--- config.mk ---
export PLATFORM = sky130hd
export DESIGN_NAME = uart_tx_arbiter
export DESIGN_NICKNAME = d
export VERILOG_FILES = /design/src/rtl/uart_tx_arb_pkg.sv /design/src/rtl/uart_tx_arbiter_rr_pick.sv /design/src/rtl/uart_tx_arbiter.sv
export SDC_FILE = /design/constraint.sdc
export NUM_CORES = 1
export LEC_CHECK = 0
export ABC_AREA = 0
export CAP_MARGIN = 20
export CORE_MARGIN = 4
export CORE_UTILIZATION = 35
export DETAILED_ROUTE_END_ITERATION = 7
export PLACE_DENSITY_LB_ADDON = 0.15
export SYNTH_ARGS = -nofsm -noshare
export SYNTH_HDL_FRONTEND = slang
export SYNTH_HIERARCHICAL = 1
export SYNTH_SLANG_ARGS = --single-unit
--- constraint.sdc ---
create_clock -name clk -period 2 [get_ports clk]
set_clock_uncertainty 0.1 [all_clocks]
set_input_delay 0.4 -clock clk [delete_from_list [all_inputs] [get_ports clk]]
set_output_delay 0.4 -clock clk [all_outputs]
set_load 0.01 [all_outputs]
--- src/rtl/uart_tx_arb_pkg.sv ---
// Shared types and helpers for the UART TX round-robin arbiter.
// Optional watchdog is enabled by defining UART_TX_ARB_WDOG_EN.
package uart_tx_arb_pkg;

    typedef enum logic [1:0] {
        IDLE      = 2'd0,
        ISSUE     = 2'd1,
        WAIT_BUSY = 2'd2,
        WAIT_DONE = 2'd3
    } state_t;

    localparam logic PAR_EVEN = 1'b0;
    localparam logic PAR_ODD  = 1'b1;

    // Index width for n requesters; never narrower than one bit.
    function automatic int unsigned idx_width(input int unsigned n);
        return (n <= 2) ? 1 : $clog2(n);
    endfunction

endpackage

--- src/rtl/uart_tx_arbiter_rr_pick.sv ---
// Combinational round-robin picker: first set request at or above ptr,
// wrapping from NUM_REQ-1 back to 0.
module rr_pick
    import uart_tx_arb_pkg::*;
#(
    parameter int unsigned NUM_REQ = 4,
    parameter int unsigned IW      = idx_width(NUM_REQ)
) (
    input  logic [NUM_REQ-1:0] req,
    input  logic [IW-1:0]      ptr,
    output logic [IW-1:0]      winner,
    output logic               valid
);

    int unsigned idx;

    always_comb begin
        winner = '0;
        valid  = 1'b0;
        idx    = 0;
        for (int unsigned off = 0; off < NUM_REQ; off++) begin
            idx = (32'(ptr) + off) % NUM_REQ;
            if (!valid && req[idx[IW-1:0]]) begin
                valid  = 1'b1;
                winner = idx[IW-1:0];
            end
        end
    end

endmodule

--- src/rtl/uart_tx_arbiter.sv ---
// Round-robin sequencer sharing one UART transmitter among NUM_REQ producers.
// Define UART_TX_ARB_WDOG_EN to enable the tx_busy watchdog and err pulse.
module uart_tx_arbiter
    import uart_tx_arb_pkg::*;
#(
    parameter int unsigned NUM_REQ      = 4,
    parameter int unsigned BUSY_TIMEOUT = 16
) (
    input  logic                   clk,
    input  logic                   rst,
    input  logic [NUM_REQ-1:0]     req,
    input  logic [8*NUM_REQ-1:0]   req_data,
    input  logic [NUM_REQ-1:0]     req_par_en,
    input  logic [NUM_REQ-1:0]     req_par_typ,
    output logic [NUM_REQ-1:0]     grant,
    output logic [NUM_REQ-1:0]     done,
    output logic [7:0]             tx_p_data,
    output logic                   tx_data_valid,
    output logic                   tx_par_en,
    output logic                   tx_par_typ,
    input  logic                   tx_busy,
    output logic                   arb_busy,
    output logic                   err
);

    localparam int unsigned IW = idx_width(NUM_REQ);

    if (NUM_REQ < 2 || NUM_REQ > 8 || BUSY_TIMEOUT < 2) begin : g_bad_cfg
        $error("uart_tx_arbiter: unsupported parameter set");
    end

    state_t        state;
    logic [IW-1:0] ptr;
    logic [IW-1:0] winner;
    logic [IW-1:0] pick;
    logic          pick_valid;
    logic [IW-1:0] ptr_next;

    rr_pick #(
        .NUM_REQ (NUM_REQ),
        .IW      (IW)
    ) u_pick (
        .req    (req),
        .ptr    (ptr),
        .winner (pick),
        .valid  (pick_valid)
    );

    assign ptr_next = (winner == IW'(NUM_REQ - 1)) ? '0 : winner + IW'(1);

`ifdef UART_TX_ARB_WDOG_EN
    localparam int unsigned CW = $clog2(BUSY_TIMEOUT + 1);
    logic [CW-1:0] wdog;
`else
    assign err = 1'b0;
`endif

    always_ff @(posedge clk) begin
        if (rst) begin
            state         <= IDLE;
            ptr           <= '0;
            winner        <= '0;
            grant         <= '0;
            done          <= '0;
            tx_p_data     <= '0;
            tx_data_valid <= 1'b0;
            tx_par_en     <= 1'b0;
            tx_par_typ    <= 1'b0;
            arb_busy      <= 1'b0;
`ifdef UART_TX_ARB_WDOG_EN
            wdog          <= '0;
            err           <= 1'b0;
`endif
        end else begin
            grant         <= '0;
            done          <= '0;
            tx_data_valid <= 1'b0;
`ifdef UART_TX_ARB_WDOG_EN
            err           <= 1'b0;
`endif
            case (state)
                IDLE: begin
                    // tx_busy high here means the line is in use elsewhere; hold off.
                    if (pick_valid && !tx_busy) begin
                        winner        <= pick;
                        tx_p_data     <= req_data[{pick, 3'b000} +: 8];
                        tx_par_en     <= req_par_en[pick];
                        tx_par_typ    <= req_par_typ[pick];
                        grant         <= NUM_REQ'(1) << pick;
                        tx_data_valid <= 1'b1;
                        arb_busy      <= 1'b1;
                        state         <= ISSUE;
                    end
                end
                ISSUE: begin
`ifdef UART_TX_ARB_WDOG_EN
                    wdog  <= '0;
`endif
                    state <= WAIT_BUSY;
                end
                WAIT_BUSY: begin
                    if (tx_busy) begin
                        state <= WAIT_DONE;
                    end
`ifdef UART_TX_ARB_WDOG_EN
                    else if (wdog == CW'(BUSY_TIMEOUT - 1)) begin
                        err      <= 1'b1;
                        ptr      <= ptr_next;
                        arb_busy <= 1'b0;
                        state    <= IDLE;
                    end else begin
                        wdog <= wdog + CW'(1);
                    end
`endif
                end
                WAIT_DONE: begin
                    if (!tx_busy) begin
                        done     <= NUM_REQ'(1) << winner;
                        ptr      <= ptr_next;
                        arb_busy <= 1'b0;
                        state    <= IDLE;
                    end
                end
                default: state <= IDLE;
            endcase
        end
    end

endmodule
==> summary.txt, run 1 <==
Critical path
  • Cell Chain, Critical Path: dlygate4sd2_1, inv_1, a221o_1, a21oi_2, buf_6, mux4_2, a22o_1
  • Cell family with most CP delay: compound AO/OA/AOI/OAI gates
  • Crit path DAT: 2060 ps
  • Startpoint types: input pin
  • Data required time of the worst path: 2130 ps
  • CP max FO: 6
  • Delay of the slowest cell on the worst path: 500 ps
  • Crit-path slowest cell: mux4_2
  • CP Capture Type: flip-flop
  • Critical setup path kind: input pin to flip-flop
  • Bufs and invs on worst path: 3

Global routing
  • Largest net degree at the start of global routing: 16
  • Antenna violations before repair: 0
  • Via count of the first global-routing pass: 1248
  • Sum of overflow across all layers after global routing: 0
  • Global-route wire length before repair: about 5800 µm
  • Overall track demand over capacity in global routing: 16.6%

Pwr
  • Net switching power: 478 µW
  • Power per standard cell area: 778 mW/mm²
  • Part of the total power dissipated in the clock network: 22.1%
  • Power share of the combinational group: around 39%
  • Fraction of power consumed by sequential logic: roughly two fifths
  • Maximum ir drop on the vdd rail: roughly 600 µV
  • Total design power: 1.65 mW
  • Leakage: 0.849 nW
  • Internal power of the cells: 1.17 mW
  • Net switching fraction of the power: 29.1%

Route
  • Final wirelength: 3570 µm
  • Detail-routed net length per standard cell: between 10 and 15 µm
  • Vias post-DR: 1207
  • Post-route DRC violation count: 0
  • Iteration-0 DRC count of the detailed router: 36
  • Post-DR vias/cell: 4.99
  • Remaining antenna violation count after routing: 0
  • Pre-Repair DR Iteration Count: 4

Worst hold path
  • Class of the most critical hold timing path: flip-flop to flip-flop

Yosys
  • Synthesized flop and latch total: 26
  • Post-synthesis net count: 168
  • Average size of a mapped cell: 10.8 µm²
  • Area contributors post-synth: dfxtp_1, mux4_1, mux4_2
  • Dominant cell type by area after synthesis: dfxtp_1
  • Register area share after synthesis: 41.0%
  • Post-Synthesis Cells: 117
  • Number of distinct library cells after synthesis: 30
  • Yosys top cell area share: 41.0%
  • Syn Std Cell Area: 0.00127 mm²
  • Number of warnings printed during yosys synthesis: 6

Clock tree
  • Maximum level of the CTS H-tree: 1
  • Sinks on the clock net: 26
  • Clock tree from TritonCTS: done
  • Clock buffers created by TritonCTS: 3
  • Number of hold buffers added after CTS: 0
  • Worst-skew pair later-pin latency: 320 ps
  • Cell at the root of the clock tree: clkbuf_4
  • Maximum root-to-sink buffer count: 2
  • Clock Pin Slew Worst Setup and Hold Paths: around 140 ps

Floorplanning
  • Area of the core: about 0.0034 mm²
  • Initial cell density of the core: about 37%
  • Die extent in x: 68.2 µm
  • DIE HEIGHT: 68.2 µm
  • Die Footprint: 0.00465 mm²
  • # IOs: 68
  • Standard-cell rows: 21

Finish
  • Area growth syn-to-layout: 66.8%
  • Seq. cell area: 522 µm²
  • Multi-input gate area: 667 µm²
  • Final-stage net count: 248
  • Post-route standard cell area excluding fillers: 0.00212 mm²
  • Commonest cells after routing, fill and taps aside: clkdlybuf4s50_1, dfxtp_1, nor2_1, buf_4
  • Final cell count without fillers: 242
  • Total of fill cells in the finished design: 296
  • Layout cells sized above 1: 19.9%
  • Diode count: 0
  • Most common cell after layout, fill and taps aside: clkdlybuf4s50_1

STA
  • Slew Limit Fails: 0
  • Hold Violations, Final: 0
  • Count of final setup violators: 0
  • Fin crit period: 1940 ps
  • Ratio of final minimum period to clock period: 96.8%
  • RSZ-0062 raised after global routing: no
  • Fmax achieved: just over 500 MHz

Status
  • Status: finished, final reports clean

Placement
  • Cell area reported after detailed placement: 0.00204 mm²
  • Number of port buffers: between 60 and 70
  • Final estimated routing congestion in global placement: around 0.75
  • Total half-perimeter wirelength after legalization and detailed placement: 2890 µm
  • Number of placed instances, taps included: 236

Flow run
  • Maxcap violations: 0
==> layout make-up <==
class,count,area share [%]
Timing Repair Buffer,82,37.2
Multi-Input combinational cell,76,31.5
Sequential cell,26,24.7
Tap cell,46,2.72
Clock inverter,1,1.42
Inverter,8,1.42
Clock buffer,3,1.06
==> worst register-to-register path: cells and delay by family (launching register included) <==
family          cells  cell delay (ps)
compound gates      3              670
buf+inv             2              200
flops               1              360
mux                 1              500
==> routing by layer <==
metal,share of wire [%],GRT usage (%)
met3,7.6,4.11
met5,0,0
met1,42,18.5
met4,0.53,2.23
met2,50,32.0
==> per-stage QoR <==
stage | util (%) | setup WS [ps] | hold slack (ps) | setup TNS, ps
6_report | 61.9 | 65.0 | 401 | 0
5_1_grt | 61.9 | 2.98 | 417 | 0
4_1_cts | 61.4 | 2.42 | 401 | 0
3_5_place_dp | 59.8 | -578 | 366 | -6560
3_3_place_gp | 59.8 | -529 | 361 | -5850
2_1_floorplan | - | -7.62 | 338 | -38.1
==> path summary, 6_finish.rpt <==
kind                     start      endpoint  slack [ps]  cells after the start
setup / recovery        req[1]  tx_p_data[5]          60                      7
hold / removal    tx_p_data[6]  tx_p_data[6]         400                      1
setup reg to reg        ptr[0]  tx_p_data[5]          60                      6
hold reg to reg   tx_p_data[6]  tx_p_data[6]         400                      1
==> cell families (layout without fill, tap and decap cells) <==
logic type	count (synthesis)	count (layout)	share of synthesized area [%]
compound gates	26	26	14.7
fa+ha+maj	4	4	3.94
buf+inv	15	94	6.51
flops	26	26	41.0
mux	13	13	21.7
other cells	1	1	0.296
simple gates	32	32	11.8
==> sequential cells by signal (all words and copies together) (netlist names) <==
signal,count
state,2
winner,2
ptr,2
tx_p_data,8
tx_par_en,1
done,4
tx_par_typ,1
arb_busy,1
tx_data_valid,1
grant,4
==> power by group through the flow <==
stage                     combinational [mW]  sequential, mW  clock, mW
after detailed placement               0.616           0.661          0
after global placement                 0.590           0.656          0
after floorplan                        0.286           0.681          0
final                                  0.634           0.648      0.365
after global routing                   0.705           0.661      0.398
after CTS                              0.629           0.650      0.375
==> synth_stat cells, drive strengths merged <==
library cell	instances
dfxtp	26
nor2	15
a22o	10
mux4	10
inv	8
a21oi	7
buf	6
nand2	6
ha	4
nor3	4
nand2b	3
o21ai	3
a211oi	2
a22oi	2
mux2i	2
nand3	2
a221o	1
and3	1
clkbuf	1
conb	1
mux2	1
nor3b	1
o221ai	1
==> repair_timing <==
item	4_1_cts	5_1_grt
resized for setup	11	4
endpoints found under the setup margin	10	10
pin swaps	4	3
setup buffers	2	0
No activity file was read; power rests on OpenSTA's default activity.
==> run 2, diff against run 1 <==
--- a/config.mk
+++ b/config.mk
@@ -10,6 +10,7 @@
 export CORE_MARGIN = 4
 export CORE_UTILIZATION = 35
 export DETAILED_ROUTE_END_ITERATION = 7
+export MAX_ROUTING_LAYER = met4
 export PLACE_DENSITY_LB_ADDON = 0.15
 export SYNTH_ARGS = -nofsm -noshare
 export SYNTH_HDL_FRONTEND = slang
==> constraint.sdc (replaced) <==
create_clock -name clk -period 2 [get_ports clk]
set_clock_uncertainty 0.1 [all_clocks]
set_input_delay 0.4 -clock clk [delete_from_list [all_inputs] [get_ports clk]]
set_output_delay 0.4 -clock clk [all_outputs]
set_load 0.05 [all_outputs]
==> run 2 against run 1 <==
Against the previous run:
- non-clock buffer count unchanged
- worst hold slack got worse by 7.6 ps
- register-to-register slack got worse by 30 ps
- combinational power increased by 21%
- via count decreased by 0.91%
- core utilization decreased by 0.073 points
- flip-flop and latch count unchanged
- largest cell class unchanged
- highest routed layer unchanged
==> summary.txt, run 2 (synthesis results as in run 1) <==
Pwr
  • Internal power of the cells: 1.13 mW (-3.0%)
  • Fraction of power consumed by sequential logic: 36.5% (-2.8 points)
  • Power per standard cell area: 840 mW/mm² (+8.0%)
  • Leakage: 1.04 nW (+22%)
  • Maximum ir drop on the vdd rail: 628 µV (+6.6%)
  • Net switching fraction of the power: 36.2% (+7.2 points)
  • Part of the total power dissipated in the clock network: 20.3% (-1.8 points)
  • Power share of the combinational group: 43.2% (+4.7 points)
  • Net switching power: 643 µW (+34%)

Worst hold path
  • Number of stages on the worst hold path: 1 (unchanged)
  • Min-delay src: tx_p_data[3]
  • Hold path endpoint: tx_p_data[3]
  • Class of the most critical hold timing path: flip-flop to flip-flop

Clock tree
  • Maximum level of the CTS H-tree: 1 (unchanged)
  • Clock tree from TritonCTS: done
  • Cell at the root of the clock tree: clkbuf_4
  • Sinks on the clock net: 26 (unchanged)
  • Worst-skew pair later-pin latency: 310 ps (about the same)
  • Clock Pin Slew Worst Setup and Hold Paths: 150 ps (about the same)
  • Clock buffers created by TritonCTS: 3 (unchanged)
  • Number of hold buffers added after CTS: 0 (unchanged)
  • Maximum root-to-sink buffer count: 2 (unchanged)

Finish
  • Core utilization of the finished layout: 61.9% (-0.073 points)
  • Post-route standard cell area excluding fillers: 0.00211 mm² (-0.12%)
  • Flip-flop count of the largest register after layout: 8 (unchanged)
  • Area growth syn-to-layout: 66.6%
  • Final cell count without fillers: 242 (unchanged)
  • Diode count: 0 (unchanged)
  • Most common cell after layout, fill and taps aside: clkdlybuf4s50_1
  • Final-stage net count: 248 (unchanged)
  • Registers with the most flip-flops: tx_p_data x8, done x4, grant x4
  • Commonest cells after routing, fill and taps aside: clkdlybuf4s50_1, dfxtp_1, buf_4
  • Register containing the most flip-flops in the final layout: tx_p_data
  • Layout cells sized above 1: 20.4% (+0.51 points)

STA
  • Slew Limit Fails: 0 (unchanged)
  • Fin crit period: 1970 ps (+31.8 ps)
  • RSZ-0062 raised after global routing: yes
  • Fmax achieved: 508 MHz (-1.6%)
  • Hold Violations, Final: 0 (unchanged)
  • Least-Margin Pin Slew: 540 ps
  • Worst max-slew margin expressed relative to the limit: 64.0%
  • Ratio of final minimum period to clock period: 98.3% (+1.6 points)
  • Count of final setup violators: 0 (unchanged)
  • Final worst hold slack: 393 ps (-7.60 ps)

Placement
  • Cell area reported after detailed placement: 0.00204 mm² (-0.25%)
  • Number of port buffers: 66 (unchanged)
  • Total half-perimeter wirelength after legalization and detailed placement: 2780 µm (-3.5%)
  • Number of placed instances, taps included: 236 (unchanged)
  • Final estimated routing congestion in global placement: 0.753 (+0.66%)

Floorplanning
  • DIE HEIGHT: 68.2 µm (unchanged)
  • Standard-cell rows: 21 (unchanged)
  • Die extent in x: 68.2 µm (unchanged)
  • # IOs: 68 (unchanged)
  • Initial cell density of the core: 37.1% (unchanged)
  • Die Footprint: 0.00465 mm² (unchanged)
  • Area of the core: 0.00342 mm² (unchanged)

Critical path
  • CP Capture Type: flip-flop
  • Critical register-to-register path startpoint: ptr[0]
  • Terminus of the critical flop-to-flop path: tx_p_data[6]
  • Crit path DAT: 2090 ps (+30 ps)
  • CP max FO: 5 (-1)
  • Cells on worst reg2reg path: 6 (unchanged)
  • Data required time of the worst path: 2120 ps (about the same)
  • Startpoint types: input pin
  • Worst reg2reg setup slack: 30 ps (-30 ps)
  • Launching element of the worst setup path: req[1]
  • Critical setup path kind: input pin to flip-flop

Flow run
  • Maxcap violations: 0 (unchanged)

Global routing
  • Largest net degree at the start of global routing: 16 (unchanged)
  • Overall track demand over capacity in global routing: 16.4% (-0.18 points)
  • Via count of the first global-routing pass: 1213 (-2.8%)
  • Sum of overflow across all layers after global routing: 0 (unchanged)
  • Antenna violations before repair: 0 (unchanged)
  • Global-route wire length before repair: 5550 µm (-3.7%)

Status
  • Status: finished, final reports clean

Route
  • Vias post-DR: 1196 (-0.91%)
  • Post-route DRC violation count: 0 (unchanged)
  • Detail-routed net length per standard cell: 14.4 µm (-1.9%)
  • Final wirelength: 3500 µm (-1.9%)
  • Iteration-0 DRC count of the detailed router: 16 (-56%)
  • Post-DR vias/cell: 4.94 (-0.91%)
  • Pre-Repair DR Iteration Count: 4 (unchanged)
  • Remaining antenna violation count after routing: 0 (unchanged)
-- run 2: cell count changes in the layout (fill, tap and decap cells not counted), sizes merged --
| cell | delta |
|---|---|
| buf | +2 |
| clkdlybuf4s50 | -20 |
| dlygate4sd2 | +10 |
| dlymetal6s2s | +8 |
-- run 2: how the worst max path moves through the flow --
| stage | to | slack (ps) | cells after the start |
|---|---|---|---|
| 2_1_floorplan | tx_p_data[1] | -8 | 7 |
| 3_3_place_gp | tx_p_data[6] | -530 | 7 |
| 3_5_place_dp | tx_p_data[6] | -570 | 7 |
| 4_1_cts | grant[1] | 10 | 1 |
| 5_1_grt | tx_p_data[6] | -40 | 6 |
| 6_report | tx_p_data[6] | 30 | 7 |
-- run 2: layout make-up --
type                    count  area (µm²)
flip-flops and latches     26         522
clock buffers               3        22.5
fillers                   302        1300
clock inverters             1        30.0
well taps                  46        57.6
inverters                   8        30.0
repair buffers             82         790
multi-input cells          76         662
-- run 2: layer usage --
metal  wire, µm  part of all wire [%]  vias to the layer above  GRT usage, %
met1       1410                    40                      557          18.7
met2       1700                    49                       49          28.2
li1           -                     -                      586             -
met5          0                     0                        -             -
met4         33                  0.94                        0          4.71
met3        355                    10                        4          4.43
-- run 2: power by group through the flow --
stage               clock network, mW  logic (mW)  registers, mW
floorplan                           0       0.290          0.854
global placement                    0       0.761          0.657
detailed placement                  0       0.786          0.662
CTS                             0.375       0.768          0.649
global route                    0.399       0.829          0.657
finish                          0.360       0.767          0.648
-- run 2: through the flow --
step / setup WS, ps / TNS (ps) / total power [mW]
2_1_floorplan: -7.62 / -38.1 / 1.14
3_3_place_gp: -530 / -5840 / 1.42
3_5_place_dp: -567 / -6360 / 1.45
4_1_cts: 14.1 / 0 / 1.79
5_1_grt: -40.1 / -40.1 / 1.89
6_report: 33.1 / 0 / 1.78
-- run 2: repair_timing --
| action | in CTS | in global routing |
|---|---|---|
| setup endpoints to repair | 20 | 18 |
| gates cloned | 0 | 0 |
| hold endpoints to repair | 0 | 0 |
| resized for setup | 21 | 11 |
| pin swaps | 3 | 3 |
| buffers inserted | 1 | 1 |
-- run 2: critical path, cell delays in order --
cell,delay (ps)
dlygate4sd2_1,210
inv_1,50
a221o_1,350
a21oi_2,190
buf_6,160
mux4_2,490
a22o_1,240
==> run 3, diff against run 2 <==
--- a/config.mk
+++ b/config.mk
@@ -8,7 +8,7 @@
 export ABC_AREA = 0
 export CAP_MARGIN = 20
 export CORE_MARGIN = 4
-export CORE_UTILIZATION = 35
+export CORE_UTILIZATION = 40
 export DETAILED_ROUTE_END_ITERATION = 7
 export MAX_ROUTING_LAYER = met4
 export PLACE_DENSITY_LB_ADDON = 0.15
==> constraint.sdc (replaced) <==
create_clock -name clk -period 2.52 [get_ports clk]
set_clock_uncertainty 0.1 [all_clocks]
set_input_delay 0.504 -clock clk [delete_from_list [all_inputs] [get_ports clk]]
set_output_delay 0.504 -clock clk [all_outputs]
set_load 0.05 [all_outputs]
==> run 3 against run 2 <==
Against the previous run:
- core utilization up 4.2 points
- non-clock buffer count down 8
- global-route usage up 0.20 points
- final area down 4.5%
- via count down 3.3%
- sequential power down 21%
- clock power down 52%
- first-iteration DRC count rose to 2.9 times the previous value
- worst setup slack better by 120 ps
- critical path depth unchanged
- register-to-register slack better by 380 ps
- sequential share of layout area up 1.1 points
- critical path type unchanged
- critical endpoint unchanged
- largest power group unchanged
- highest routed layer unchanged
==> summary.txt, run 3 (synthesis results as in run 1) <==
Clock tree
  • Worst-skew pair later-pin latency: 320 ps (about the same)
  • Sinks on the clock net: 26 (unchanged)
  • Clock buffers created by TritonCTS: 3 (unchanged)
  • Maximum root-to-sink buffer count: 2 (unchanged)
  • Maximum level of the CTS H-tree: 1 (unchanged)
  • Cell at the root of the clock tree: clkbuf_4
  • Number of hold buffers added after CTS: 0 (unchanged)
  • Clock tree from TritonCTS: done
  • Clock Pin Slew Worst Setup and Hold Paths: 130 ps (-20 ps)
  • Post-CTS setup buffer count: 0 (-1)
  • Post-CTS sizing: 0 (-100%)

Route
  • Final wirelength: 3360 µm (-3.9%)
  • Post-DR vias/cell: 5.00 (+1.3%)
  • Pre-Repair DR Iteration Count: 4 (unchanged)
  • Detail-routed net length per standard cell: 14.5 µm (+0.69%)
  • Vias post-DR: 1156 (-3.3%)
  • Post-route DRC violation count: 0 (unchanged)
  • Iteration-0 DRC count of the detailed router: 46 (+30)
  • Remaining antenna violation count after routing: 0 (unchanged)

Finish
  • Layout cells sized above 1: 11.8% (-8.6 points)
  • Register containing the most flip-flops in the final layout: tx_p_data
  • Final cell count without fillers: 231 (-4.5%)
  • Final-stage net count: 240 (-3.2%)
  • Flip-flop count of the largest register after layout: 8 (unchanged)
  • Commonest cells after routing, fill and taps aside: clkdlybuf4s50_1, dfxtp_1, nor2_1
  • Area growth syn-to-layout: 59.1%
  • Diode count: 0 (unchanged)
  • Registers with the most flip-flops: tx_p_data x8, done x4, grant x4
  • Most common cell after layout, fill and taps aside: clkdlybuf4s50_1

Placement
  • Number of port buffers: 66 (unchanged)
  • Final estimated routing congestion in global placement: 0.855 (+14%)
  • Total half-perimeter wirelength after legalization and detailed placement: 2660 µm (-4.3%)
  • Number of placed instances, taps included: 228 (-3.4%)

STA
  • Slew Limit Fails: 0 (unchanged)
  • RSZ-0062 raised after global routing: no
  • Hold Violations, Final: 0 (unchanged)
  • Least-Margin Pin Slew: 877 ps (+337 ps)
  • Worst max-slew margin expressed relative to the limit: 41.2% (-23 points)
  • Fin crit period: 2370 ps
  • Ratio of final minimum period to clock period: 93.9%
  • Count of final setup violators: 0 (unchanged)
  • Fmax achieved: 423 MHz
  • Post-Route Setup TNS: 0 ps (unchanged)

Critical path
  • Critical setup path kind: input pin to flip-flop
  • CP Capture Type: flip-flop
  • Crit path DAT: 2490 ps (+400 ps)
  • CP max FO: 5 (unchanged)
  • Startpoint types: input pin
  • Data required time of the worst path: 2650 ps (+530 ps)

Pwr
  • Maximum ir drop on the vdd rail: 379 µV (-40%)
  • Leakage: 0.795 nW (-23%)
  • Power per standard cell area: 636 mW/mm² (-24%)

Floorplanning
  • # IOs: 68 (unchanged)
  • Standard-cell rows: 20 (-4.8%)
  • Die extent in x: 64.3 µm (-5.7%)
  • DIE HEIGHT: 64.3 µm (-5.7%)
  • Area of the core: 0.00305 mm² (-11%)
  • Die Footprint: 0.00414 mm² (-11%)
  • Initial cell density of the core: 41.6% (+4.4 points)

Global routing
  • Routing usage on met1: 18.8% (+0.14 points)
  • Global routing usage on met3: 2.81% (-1.6 points)
  • Overall track demand over capacity in global routing: 16.6% (+0.20 points)
  • Sum of overflow across all layers after global routing: 0 (unchanged)
  • Global-route wire length before repair: 5200 µm (-6.3%)
  • Busiest metal layer after global routing: met2
  • Met2 Resource Use GR: 29.5% (+1.4 points)
  • Largest net degree at the start of global routing: 16 (unchanged)
  • Via count of the first global-routing pass: 1140 (-6.0%)
  • Antenna violations before repair: 0 (unchanged)

Worst hold path
  • Class of the most critical hold timing path: flip-flop to flip-flop

Flow run
  • Maxcap violations: 0 (unchanged)

Status
  • Status: finished, final reports clean
run 3: through the flow:
step	util (%)	hold slack (ps)	setup slack, ps	instance area [µm²]	power [mW]
global route	66.1	417	97.5	2020	1.35
floorplan	-	338	345	1270	0.907
finish	66.1	395	154	2020	1.28
detailed placement	65.4	363	-214	2000	1.12
global placement	65.4	358	-161	2000	1.10
CTS	66.1	399	144	2020	1.29
run 3: worst max-delay path: stages:
cell and delay, ps:
clkdlybuf4s50_1 470, inv_1 60, a221o_1 350, a21oi_2 160
buf_4 170, mux4_1 540, a22o_1 240
run 3: final timing paths:
kind,cells after the start,endpoint,startpoint,slack (ps)
worst max-delay path,7,tx_p_data[6],req[1],150
worst min-delay path,1,tx_p_data[5],tx_p_data[5],400
worst max register to register,6,tx_p_data[6],ptr[0],410
worst min register to register,1,tx_p_data[5],tx_p_data[5],400
run 3: power by group:
part,total [mW],internal (mW),switching (mW)
sequential,0.515,0.476,0.0395
combinational,0.595,0.262,0.333
clock,0.174,0.0560,0.118
total,1.28,0.793,0.491
run 3: final cells by class:
cell class | count | area [µm²]
fillers | 263 | 1030
repair buffers | 74 | 721
multi-input cells | 76 | 669
flip-flops and latches | 26 | 520
well taps | 44 | 55.1
inverters | 8 | 30.0
clock buffers | 3 | 22.5
run 3: routing by layer:
metal / vias up / wire length (µm)
met1: 532 / 1520
met4: 0 / 41
met5: - / 0
li1: 570 / -
met2: 49 / 1600
met3: 5 / 197
